==> config.mk <==
export PLATFORM = sky130hd
export DESIGN_NAME = dot_unit
export DESIGN_NICKNAME = d
export VERILOG_FILES = /design/src/rtl/dot_acc_pkg.sv /design/src/rtl/dot_unit.sv /design/src/rtl/seq_mult.sv /design/src/rtl/dot_acc.sv
export SDC_FILE = /design/constraint.sdc
export NUM_CORES = 1
export LEC_CHECK = 0
export ABC_AREA = 1
export CORE_MARGIN = 5
export CORE_UTILIZATION = 53
export DETAILED_ROUTE_END_ITERATION = 10
export HOLD_SLACK_MARGIN = 0.02
export PLACE_DENSITY = 0.77
export SYNTH_ARGS = -nofsm -noshare
export SYNTH_HDL_FRONTEND = slang
export SYNTH_SLANG_ARGS = --single-unit
==> constraint.sdc <==
create_clock -name clk -period 2.48 [get_ports clk]
set_clock_uncertainty 0.1 [all_clocks]
set_input_delay 0.248 -clock clk [delete_from_list [all_inputs] [get_ports clk]]
set_output_delay 0.248 -clock clk [all_outputs]
set_load 0.1 [all_outputs]
==> src/rtl/dot_acc_pkg.sv <==
// Shared definitions for the dot-product sequencer: default sizes and the
// controller state encoding.
package dot_acc_pkg;

  localparam int DEF_WIDTH = 8;
  localparam int DEF_ACC_W = 24;
  localparam int DEF_CNT_W = 8;

  typedef enum logic [2:0] {
    S_IDLE  = 3'd0,
    S_START = 3'd1,
    S_WAIT  = 3'd2,
    S_ACC   = 3'd3,
    S_DONE  = 3'd4
  } state_e;

endpackage

==> src/rtl/dot_unit.sv <==
// Complete dot-product unit: the sequencer/accumulator wired to the
// sequential multiplier. The start pulse is already active-high.
module dot_unit
  import dot_acc_pkg::*;
#(
  parameter int WIDTH = DEF_WIDTH,
  parameter int ACC_W = DEF_ACC_W,
  parameter int CNT_W = DEF_CNT_W
) (
  input  logic             clk,
  input  logic             reset,
  input  logic             clear,
  input  logic             in_valid,
  output logic             in_ready,
  input  logic [WIDTH-1:0] in_a,
  input  logic [WIDTH-1:0] in_b,
  input  logic             in_last,
  output logic             out_valid,
  input  logic             out_ready,
  output logic [ACC_W-1:0] acc,
  output logic [CNT_W-1:0] cnt,
  output logic             ovf
);

  logic [WIDTH-1:0]   mult_a;
  logic [WIDTH-1:0]   mult_b;
  logic               mult_start;
  logic [2*WIDTH-1:0] mult_p;
  logic               mult_rdy;

  dot_acc #(
    .WIDTH (WIDTH),
    .ACC_W (ACC_W),
    .CNT_W (CNT_W)
  ) u_acc (
    .clk        (clk),
    .reset      (reset),
    .clear      (clear),
    .in_valid   (in_valid),
    .in_ready   (in_ready),
    .in_a       (in_a),
    .in_b       (in_b),
    .in_last    (in_last),
    .mult_a     (mult_a),
    .mult_b     (mult_b),
    .mult_start (mult_start),
    .mult_p     (mult_p),
    .mult_rdy   (mult_rdy),
    .out_valid  (out_valid),
    .out_ready  (out_ready),
    .acc        (acc),
    .cnt        (cnt),
    .ovf        (ovf)
  );

  seq_mult #(
    .WIDTH (WIDTH)
  ) u_mult (
    .clk   (clk),
    .reset (mult_start),
    .a     (mult_a),
    .b     (mult_b),
    .p     (mult_p),
    .rdy   (mult_rdy)
  );

endmodule

==> src/rtl/seq_mult.sv <==
// Signed shift-add multiplier. An active-high reset loads new operands and
// restarts the run; rdy rises once the product is valid and stays high.
module seq_mult #(
  parameter int WIDTH = 8
) (
  input  logic               clk,
  input  logic               reset,
  input  logic [WIDTH-1:0]   a,
  input  logic [WIDTH-1:0]   b,
  output logic [2*WIDTH-1:0] p,
  output logic               rdy
);

  localparam int STEP_W = $clog2(WIDTH + 1);

  logic [2*WIDTH-1:0] mcand_q, mcand_d;
  logic [WIDTH-1:0]   mplier_q, mplier_d;
  logic [2*WIDTH-1:0] prod_q, prod_d;
  logic [2*WIDTH-1:0] p_q, p_d;
  logic               neg_q, neg_d;
  logic [STEP_W-1:0]  step_q, step_d;
  logic               rdy_q, rdy_d;
  logic [WIDTH-1:0]   a_mag, b_mag;

  // Work on magnitudes; the most negative operand still fits as unsigned.
  always_comb begin
    a_mag    = a[WIDTH-1] ? (~a + WIDTH'(1)) : a;
    b_mag    = b[WIDTH-1] ? (~b + WIDTH'(1)) : b;
    mcand_d  = mcand_q;
    mplier_d = mplier_q;
    prod_d   = prod_q;
    p_d      = p_q;
    neg_d    = neg_q;
    step_d   = step_q;
    rdy_d    = rdy_q;
    if (reset) begin
      mcand_d  = {{WIDTH{1'b0}}, a_mag};
      mplier_d = b_mag;
      prod_d   = '0;
      neg_d    = a[WIDTH-1] ^ b[WIDTH-1];
      step_d   = '0;
      rdy_d    = 1'b0;
    end else if (!rdy_q) begin
      if (step_q != STEP_W'(WIDTH)) begin
        if (mplier_q[0]) prod_d = prod_q + mcand_q;
        mcand_d  = mcand_q << 1;
        mplier_d = mplier_q >> 1;
        step_d   = step_q + STEP_W'(1);
      end else begin
        p_d   = neg_q ? (~prod_q + (2*WIDTH)'(1)) : prod_q;
        rdy_d = 1'b1;
      end
    end
  end

  // NOTE: no reset here on purpose -- every flop is loaded by the start pulse
  // before its value is ever consumed, so a reset net would buy nothing.
  always_ff @(posedge clk) begin
    mcand_q  <= mcand_d;
    mplier_q <= mplier_d;
    prod_q   <= prod_d;
    p_q      <= p_d;
    neg_q    <= neg_d;
    step_q   <= step_d;
    rdy_q    <= rdy_d;
  end

  assign p   = p_q;
  assign rdy = rdy_q;

endmodule

==> src/rtl/dot_acc.sv <==
// Operand sequencer and wide accumulator around seq_mult: one multiplier run
// per accepted pair, result presented when the pair tagged last is summed.
module dot_acc
  import dot_acc_pkg::*;
#(
  parameter int WIDTH = DEF_WIDTH,
  parameter int ACC_W = DEF_ACC_W,
  parameter int CNT_W = DEF_CNT_W
) (
  input  logic               clk,
  input  logic               reset,
  input  logic               clear,
  input  logic               in_valid,
  output logic               in_ready,
  input  logic [WIDTH-1:0]   in_a,
  input  logic [WIDTH-1:0]   in_b,
  input  logic               in_last,
  output logic [WIDTH-1:0]   mult_a,
  output logic [WIDTH-1:0]   mult_b,
  output logic               mult_start,
  input  logic [2*WIDTH-1:0] mult_p,
  input  logic               mult_rdy,
  output logic               out_valid,
  input  logic               out_ready,
  output logic [ACC_W-1:0]   acc,
  output logic [CNT_W-1:0]   cnt,
  output logic               ovf
);

  state_e             state_q, state_d;
  logic [WIDTH-1:0]   mult_a_q, mult_a_d;
  logic [WIDTH-1:0]   mult_b_q, mult_b_d;
  logic               last_q, last_d;
  logic               armed_q, armed_d;
  logic [ACC_W-1:0]   acc_q, acc_d;
  logic [CNT_W-1:0]   cnt_q, cnt_d;
  logic               ovf_q, ovf_d;

  logic signed [ACC_W-1:0] p_ext;
  logic [ACC_W-1:0]        sum;

  always_comb begin
    // NOTE: every variable gets its hold value first so no path through the
    // case below can leave one unassigned and infer a latch.
    state_d  = state_q;
    mult_a_d = mult_a_q;
    mult_b_d = mult_b_q;
    last_d   = last_q;
    armed_d  = armed_q;
    acc_d    = acc_q;
    cnt_d    = cnt_q;
    ovf_d    = ovf_q;
    p_ext    = ACC_W'($signed(mult_p));
    sum      = acc_q + p_ext;

    unique case (state_q)
      S_IDLE: begin
        if (in_valid) begin
          mult_a_d = in_a;
          mult_b_d = in_b;
          last_d   = in_last;
          state_d  = S_START;
        end
      end
      S_START: begin
        armed_d = 1'b0;
        state_d = S_WAIT;
      end
      S_WAIT: begin
        // rdy may still be high from the previous run during the first cycle.
        armed_d = 1'b1;
        if (armed_q && mult_rdy) state_d = S_ACC;
      end
      S_ACC: begin
        acc_d = sum;
        if ((acc_q[ACC_W-1] == p_ext[ACC_W-1]) && (sum[ACC_W-1] != acc_q[ACC_W-1]))
          ovf_d = 1'b1;
        if (cnt_q != {CNT_W{1'b1}}) cnt_d = cnt_q + CNT_W'(1);
        state_d = last_q ? S_DONE : S_IDLE;
      end
      S_DONE: begin
        if (out_ready) begin
          acc_d   = '0;
          cnt_d   = '0;
          ovf_d   = 1'b0;
          state_d = S_IDLE;
        end
      end
      default: state_d = S_IDLE;
    endcase

    if (clear) begin
      state_d  = S_IDLE;
      mult_a_d = mult_a_q;
      mult_b_d = mult_b_q;
      last_d   = 1'b0;
      armed_d  = 1'b0;
      acc_d    = '0;
      cnt_d    = '0;
      ovf_d    = 1'b0;
    end
  end

  // NOTE: state registers use non-blocking assignments so every flop samples
  // the pre-edge values, independent of statement order.
  always_ff @(posedge clk or negedge reset) begin
    if (!reset) begin
      state_q  <= S_IDLE;
      mult_a_q <= '0;
      mult_b_q <= '0;
      last_q   <= 1'b0;
      armed_q  <= 1'b0;
      acc_q    <= '0;
      cnt_q    <= '0;
      ovf_q    <= 1'b0;
    end else begin
      state_q  <= state_d;
      mult_a_q <= mult_a_d;
      mult_b_q <= mult_b_d;
      last_q   <= last_d;
      armed_q  <= armed_d;
      acc_q    <= acc_d;
      cnt_q    <= cnt_d;
      ovf_q    <= ovf_d;
    end
  end

  assign in_ready   = (state_q == S_IDLE);
  assign mult_start = (state_q == S_START);
  assign out_valid  = (state_q == S_DONE);
  assign mult_a     = mult_a_q;
  assign mult_b     = mult_b_q;
  assign acc        = acc_q;
  assign cnt        = cnt_q;
  assign ovf        = ovf_q;

endmodule

# Word level (Yosys, flattened, before mapping)
# Cells that the tools add are included.
[classes]
addsub = 7
eq_ne = 14
reduce_logical = 18
bitwise_logic = 8
mux = 33
[op_table]
columns = ["cell", "count"]
rows = [
  ["two-way mux 8 bit", 11],
  ["two-way mux 24 bit", 2],
  ["case mux 24 bit (2 select lines)", 1],
  ["adder 24 bit", 1],
  ["adder 8 x 1 -> 8 bit, second input constant", 3],
  ["AND reduction 3 bit", 6],
  ["adder 16 x 1 -> 16 bit, second input constant", 1],
  ["adder 16 bit", 1],
  ["two-way mux 16 bit", 1],
  ["inverter 16 bit", 1],
  ["inverter 8 bit", 2],
  ["case mux 8 bit (2 select lines)", 1],
  ["two-way mux 3 bit", 5],
  ["case mux 3 bit (5 select lines)", 1],
  ["inequality test 3 x 2 -> 1 bit, second input constant", 4],
  ["two-way mux 1 bit", 9],
  ["inequality test 8 bit, second input constant", 1],
  ["AND reduction 2 bit", 4],
  ["== test 3 x 2 -> 1 bit, second input constant", 2],
  ["nonzero test 2 bit", 3],
  ["nonzero test 3 bit", 2],
  ["adder 4 x 1 -> 4 bit, second input constant", 1],
  ["inequality test 4 bit, second input constant", 1],
  ["inverter 1 bit", 4],
  ["other kinds (10)", 12],
]
[word_totals]
regBits = 116
inputBits = 22

# Longest topological paths before layout
[depth]
depth_word = 6
ltp_mapped = 14

# Cells and area by module
# A second synthesis with hierarchy kept.
[unflattened]
cells_unflattened = 992
area_unflattened_um2 = 7465.9
[by_module_without_submodules]
columns = ["module", "cells_per_inst", "area_each_um2", "instances", "seq_area_each_um2"]
rows = [
  ["seq_mult", 505, 3806.2, 1, 1571.5],
  ["dot_acc", 487, 3659.8, 1, 1351.3],
]

# Worst setup path after synthesis
# No wires, ideal clock.
[synth_timing]
path_kind = "register -> register"
from = "register u_acc.acc_q[6] (netlist: u_acc.acc[6])"
to = "register u_acc.acc_q[23] (netlist: u_acc.acc[23])"
path_buffers = 0
synth_period_minus_slack_ps = 2505
slack_ps = -25
arrival_ps = 2285
setup_ps = 120
stages_incl_launch_ff = 11
cell_sequence = "dfrtp_1 ha_1 nand2_1 inv_1 a21oi_1 nand2_1 nand2_1 nand3_1 or2_2 nand3_1 nand2_1"
[synth_via]
elab_chain_cells = 3
[synth_lines]
columns = ["element", "line_no", "rtl"]
rows = [
  ["from (decl)", "dot_acc.sv:35", "logic [ACC_W-1:0] acc_q, acc_d;"],
  ["from (signal assigned)", "dot_acc.sv:113", "acc_q <= '0;"],
  ["from (signal assigned)", "dot_acc.sv:122", "acc_q <= acc_d;"],
  ["adder 24 bit", "dot_acc.sv:54", "sum = acc_q + p_ext;"],
  ["case mux 24 bit (2 select lines)", "dot_acc.sv:56", "unique case (state_q)"],
  ["two-way mux 24 bit", "dot_acc.sv:92", "if (clear) begin"],
]
# Every way passes these cells.
# A chain may end at the register's enable or synchronous reset.

# Final worst setup path
[layout_timing]
from = "register u_mult.p_q[15] (netlist: u_mult.p[15])"
to = "register u_acc.acc_q[23] (netlist: u_acc.acc[23])"
[layout_via]
elab_chain_cells = 3
[layout_lines]
columns = ["element", "line_no", "rtl"]
rows = [
  ["from (decl)", "seq_mult.sv:19", "logic [2*WIDTH-1:0] p_q, p_d;"],
  ["from (signal assigned)", "seq_mult.sv:62", "p_q <= p_d;"],
  ["adder 24 bit", "dot_acc.sv:54", ""],
  ["case mux 24 bit (2 select lines)", "dot_acc.sv:56", ""],
  ["two-way mux 24 bit", "dot_acc.sv:92", ""],
]
# Every way passes these cells.

==> results.txt <==
The flow ran to the end, and the final reports show no timing, DRC or antenna violations. The number of synthesized register bits is approximately 120. The synthesized netlist net count came out at about 1000. For the worst setup path, the data required time is 2.70 ns.

The number of buffers created by CTS came out at 17. The complex-gate fraction of the synthesized area is ~14%. The synthesized design contains 33 enable-type register cells. The number of hold-slack violations in the final timing report came out at 0. STA classifies the critical path startpoint as a flip-flop. The leakage power came out at ~4.2 nW.

The terminating pin of the worst hold path is u_acc.mult_a[1]$_DFFE_PN0P_. Dividing the synthesized area by the synthesized cell count gives between 7 and 8 sq um. Power spread over the standard cell area amounts to between 1000 and 1500 nW/um^2.

The share of synthesized registers carrying an async set or reset came out at a little under half. CTS saw between 100 and 150 sinks. At the pin with the least slew margin, the transition time is 0.899 ns. Summing the areas of all and, or, nand and nor instances in the mapped netlist gives approximately a quarter of the synthesized area.

The via count of the first global-routing pass is roughly 6000. The proportion of synthesized area in mux cells came out at under 10%. The kind of critical path is reg2reg. After detailed placement, the design holds a cell count of between 1000 and 1500. Among all stages on the critical path, the largest delay is contributed by edfxtp_1. The remaining global-route overflow is 0. The most area-hungry cell type in the Yosys netlist is dfrtp_1. The first-iteration detailed-routing DRC count came out at 489. The register-to-register setup slack came out at ~0.18 ns. The maximum vdd ir drop is 859 uV.

The most used flip-flop cell after synthesis is dfrtp_1. The die outline width is 126 um. The antenna violation net count after detailed routing is 0. The final number of max-transition violations is 0.

The highest clock rate came out at between 400 and 500 MHz. The quantity of gates resized following cts is 0. The arrival time at the worst endpoint came out at between 2 and 3 ns. The net count reported at finish is around 1100. The final sum of negative setup slack is 0 ns. Counting both buffers and inverters, the worst setup path holds a total of 0. The final standard cell utilization of the core came out at ~65%.

At the end of routability-driven placement, the weighted congestion stood at ~0.93. The number of vias per cell is around 5.2. The starting density of the core is roughly 54%.

STA classifies the critical path endpoint as a flip-flop. The smallest clock period supported by the final layout is computed as about 2.3 ns. The main combinational cell family by area after synthesis is simple AND/OR/NAND/NOR gates. Relative to the synthesized area, the layout overhead comes to 19.7%. For this run, the number of Yosys warnings is 0. For this run, global-route usage on met2 was measured as a little under two fifths. The clock latency reported for the late side of the worst-skew pair came out at approximately 0.43 ns. The area fraction of the dominant cell type after synthesis is 19.0%. Sorting the synthesized cells by how often they occur yields nand2_1, inv_1, nor2_1. Of all nets on the critical path, the largest fanout is 10. The maximum buffer depth of the clock tree came out at 2. The clock root buffer master is clkbuf_16. Sorting the synthesized cells by area gives the leading types as dfrtp_1, edfxtp_1, nand2_1, dfxtp_1, ha_1. The area of the mapped netlist is 7110 sq um. The height of the chip is 126 um.

Traced cell by cell, the critical path runs through ha_1, a21oi_1, nand2_1, a21oi_1, nand3_1, or2_2, nand3_1, nand2_1. The layer flagged by global routing as most heavily used is met2. The depth of the worst register-to-register path is 8.

The total vias in the final route is 6219. The worst path uses 92.7% of the clock period. The repair_antennas step left the layout with diodes totalling 0. The number of top-level design ports came out at 57. The fraction of layout instances using a drive strength above 1 came out at a little over a tenth.

The CTS tree is yes. The total wirelength of the detailed-routed design came out at 16800 um. The H-tree generated during clock tree synthesis spans 4 levels. Sequential cells were found to cover 41.1% of the synthesized design area. In this run the critical register-to-register path is captured at u_acc.acc[23]$_DFFE_PN0P_. The post-synthesis share of cell area spent on full adders, half adders and majority gates came out at under 10%.

Counting instances, the worst hold path has a depth of 3. The initial antenna violation count is 0. The number of library cell types mapped by synthesis came out at 45. Summing the areas of all xor and xnor instances in the mapped netlist gives under 10% of the synthesized area. The synthesized instance count came out at 928. In this run the tightest slew margin relative to its limit is between 40% and 50%.

In this run the worst hold path is classified as in2reg. The pin count of the biggest net entering global routing came out at 37. The met1 usage came out at 26.5%. The iteration count of the initial detailed-routing pass came out at 5. Detailed placement finished with a half-perimeter wire length of between 10000 and 15000 um. The cell family with the largest share of critical-path delay is simple AND/OR/NAND/NOR gates. After the flow finishes, the layout carries non-filler instances totaling roughly 1200. The number of port buffers came out at between 50 and 60. The worst hold path begins at in_a[1]. The standard-cell row count is 42.

After clock tree synthesis, the clock-pin slew on the worst setup and hold paths is around 0.06 ns. The global router's overall resource usage came out at roughly 22%. The die footprint came out at roughly 16000 sq um. In the final routed layout, each cell accounts on average for 14.1 um. nand2_1 is the most common cell in the netlist. The number of fill cells came out at between 1000 and 1500. Setup repair after global routing left no endpoint under its margin. The largest incremental delay on the critical path came out at between 0.5 and 0.6 ns.

Max-cap violations in this run came to 0. The area of the core came out at 13200 sq um. The number of failing setup endpoints in the final timing report is 0.

The post-route DRC violation count came out at 0. The met3 track demand over resource in global routing is 4.87%. The total power draw is 0.00922 W. The global-route wire length before repair came out at 28200 um. In this run the critical register-to-register path is launched from u_mult.p[15]$_DFFE_PP_.
[metal layers]
metal / vias to the layer above / routed length, um
li1: 3219 / -
met1: 2832 / 7400
met2: 135 / 8330
met3: 33 / 661
met4: 0 / 400
met5: - / 0
[cell type report]
| cell class | instances | area (sq um) | area share [%] |
|---|---|---|---|
| clock buffer | 18 | 439 | 5.16 |
| clock inverter | 14 | 226 | 2.66 |
| inverter | 107 | 404 | 4.75 |
| multi-input combinational | 688 | 3720 | 43.7 |
| sequential | 116 | 2930 | 34.4 |
| tap | 176 | 220 | 2.59 |
| timing repair buffer | 70 | 576 | 6.76 |
[cells by family (layout without fill, tap and decap cells)]
kind of cell / Yosys count / count (layout)
adders and majority gates: 46 / 46
and+or+nand+nor: 416 / 416
buffers and inverters: 124 / 209
AOI/OAI and AO/OA: 181 / 181
muxes: 9 / 9
xor gates and xnor gates: 36 / 36
DFF: 116 / 116
[tightest hold or removal path: stages]
cell	delay (ns)
clkdlybuf4s50_1	0.39
nor2_1	0.10
a21oi_1	0.04
[per-stage QoR]
stage / setup slack, ns / hold WS, ns / area (sq um)
after floorplan: -0.0134 / -0.148 / 7120
after global routing: 0.0511 / 0.310 / 8510
after CTS: 0.214 / 0.280 / 8510
after global placement: 0.320 / 0.286 / 7840
final: 0.181 / 0.288 / 8510
after detailed placement: 0.258 / 0.303 / 7840
[worst max-delay path by stage]
| stage | start | endpoint | slack (ns) | depth (start not counted) |
|---|---|---|---|---|
| 2_1_floorplan | u_acc.acc[5]$_DFFE_PN0P_ | u_acc.acc[23]$_DFFE_PN0P_ | -0.01 | 10 |
| 3_3_place_gp | u_mult.p[15]$_DFFE_PP_ | u_acc.acc[23]$_DFFE_PN0P_ | 0.32 | 10 |
| 3_5_place_dp | u_mult.p[15]$_DFFE_PP_ | u_acc.ovf$_DFFE_PN0P_ | 0.26 | 12 |
| 4_1_cts | u_mult.p[15]$_DFFE_PP_ | u_acc.acc[23]$_DFFE_PN0P_ | 0.21 | 8 |
| 5_1_grt | u_mult.p[15]$_DFFE_PP_ | u_acc.acc[19]$_DFFE_PN0P_ | 0.05 | 9 |
| 6_report | u_mult.p[15]$_DFFE_PP_ | u_acc.acc[23]$_DFFE_PN0P_ | 0.18 | 8 |
[state kept, by name, indices dropped and copies added (netlist names)]
| name | count |
|---|---|
| u_mult.mplier_q | 8 |
| u_acc.state_q | 3 |
| u_acc.acc | 24 |
| u_acc.armed_q | 1 |
| u_mult.neg_q | 1 |
| u_mult.prod_q | 16 |
| u_mult.p | 16 |
| u_acc.last_q | 1 |
| u_acc.mult_a | 8 |
| u_mult.mcand_q | 16 |
| u_acc.ovf | 1 |
| u_mult.rdy | 1 |
| u_mult.step_q | 4 |
| u_acc.cnt | 8 |
| u_acc.mult_b | 8 |
[power breakdown]
group / switching [W] / leakage [nW] / internal [W] / total, W
combinational: 0.00214 / 2.58 / 0.00128 / 0.00342
sequential: 0.000437 / 1.27 / 0.00260 / 0.00303
clock: 0.000954 / 0.311 / 0.00182 / 0.00277
total: 0.00353 / 4.16 / 0.00569 / 0.00922
[cells in the final DEF, fill, tap and decap left out, types with 10 or more instances in the layout]
cell type / n
clkbuf_16: 17
dfxtp_1: 29
dfrtp_1: 50
buf_4: 48
clkdlybuf4s50_1: 20
nor2_1: 102
a21oi_1: 79
nand4_1: 10
nand3_1: 48
xor2_1: 27
o21ai_1: 14
nand2_1: 225
inv_1: 103
edfxtp_1: 33
ha_1: 44
o21ai_0: 62
nor3_1: 11
[repair_timing]
| item | 4_1_cts | 5_1_grt |
|---|---|---|
| setup buffers | 0 | 0 |
| hold buffers | 1 | 0 |
| endpoints found under the hold margin | 34 | 0 |
No activity file was read; power rests on OpenSTA's default activity.
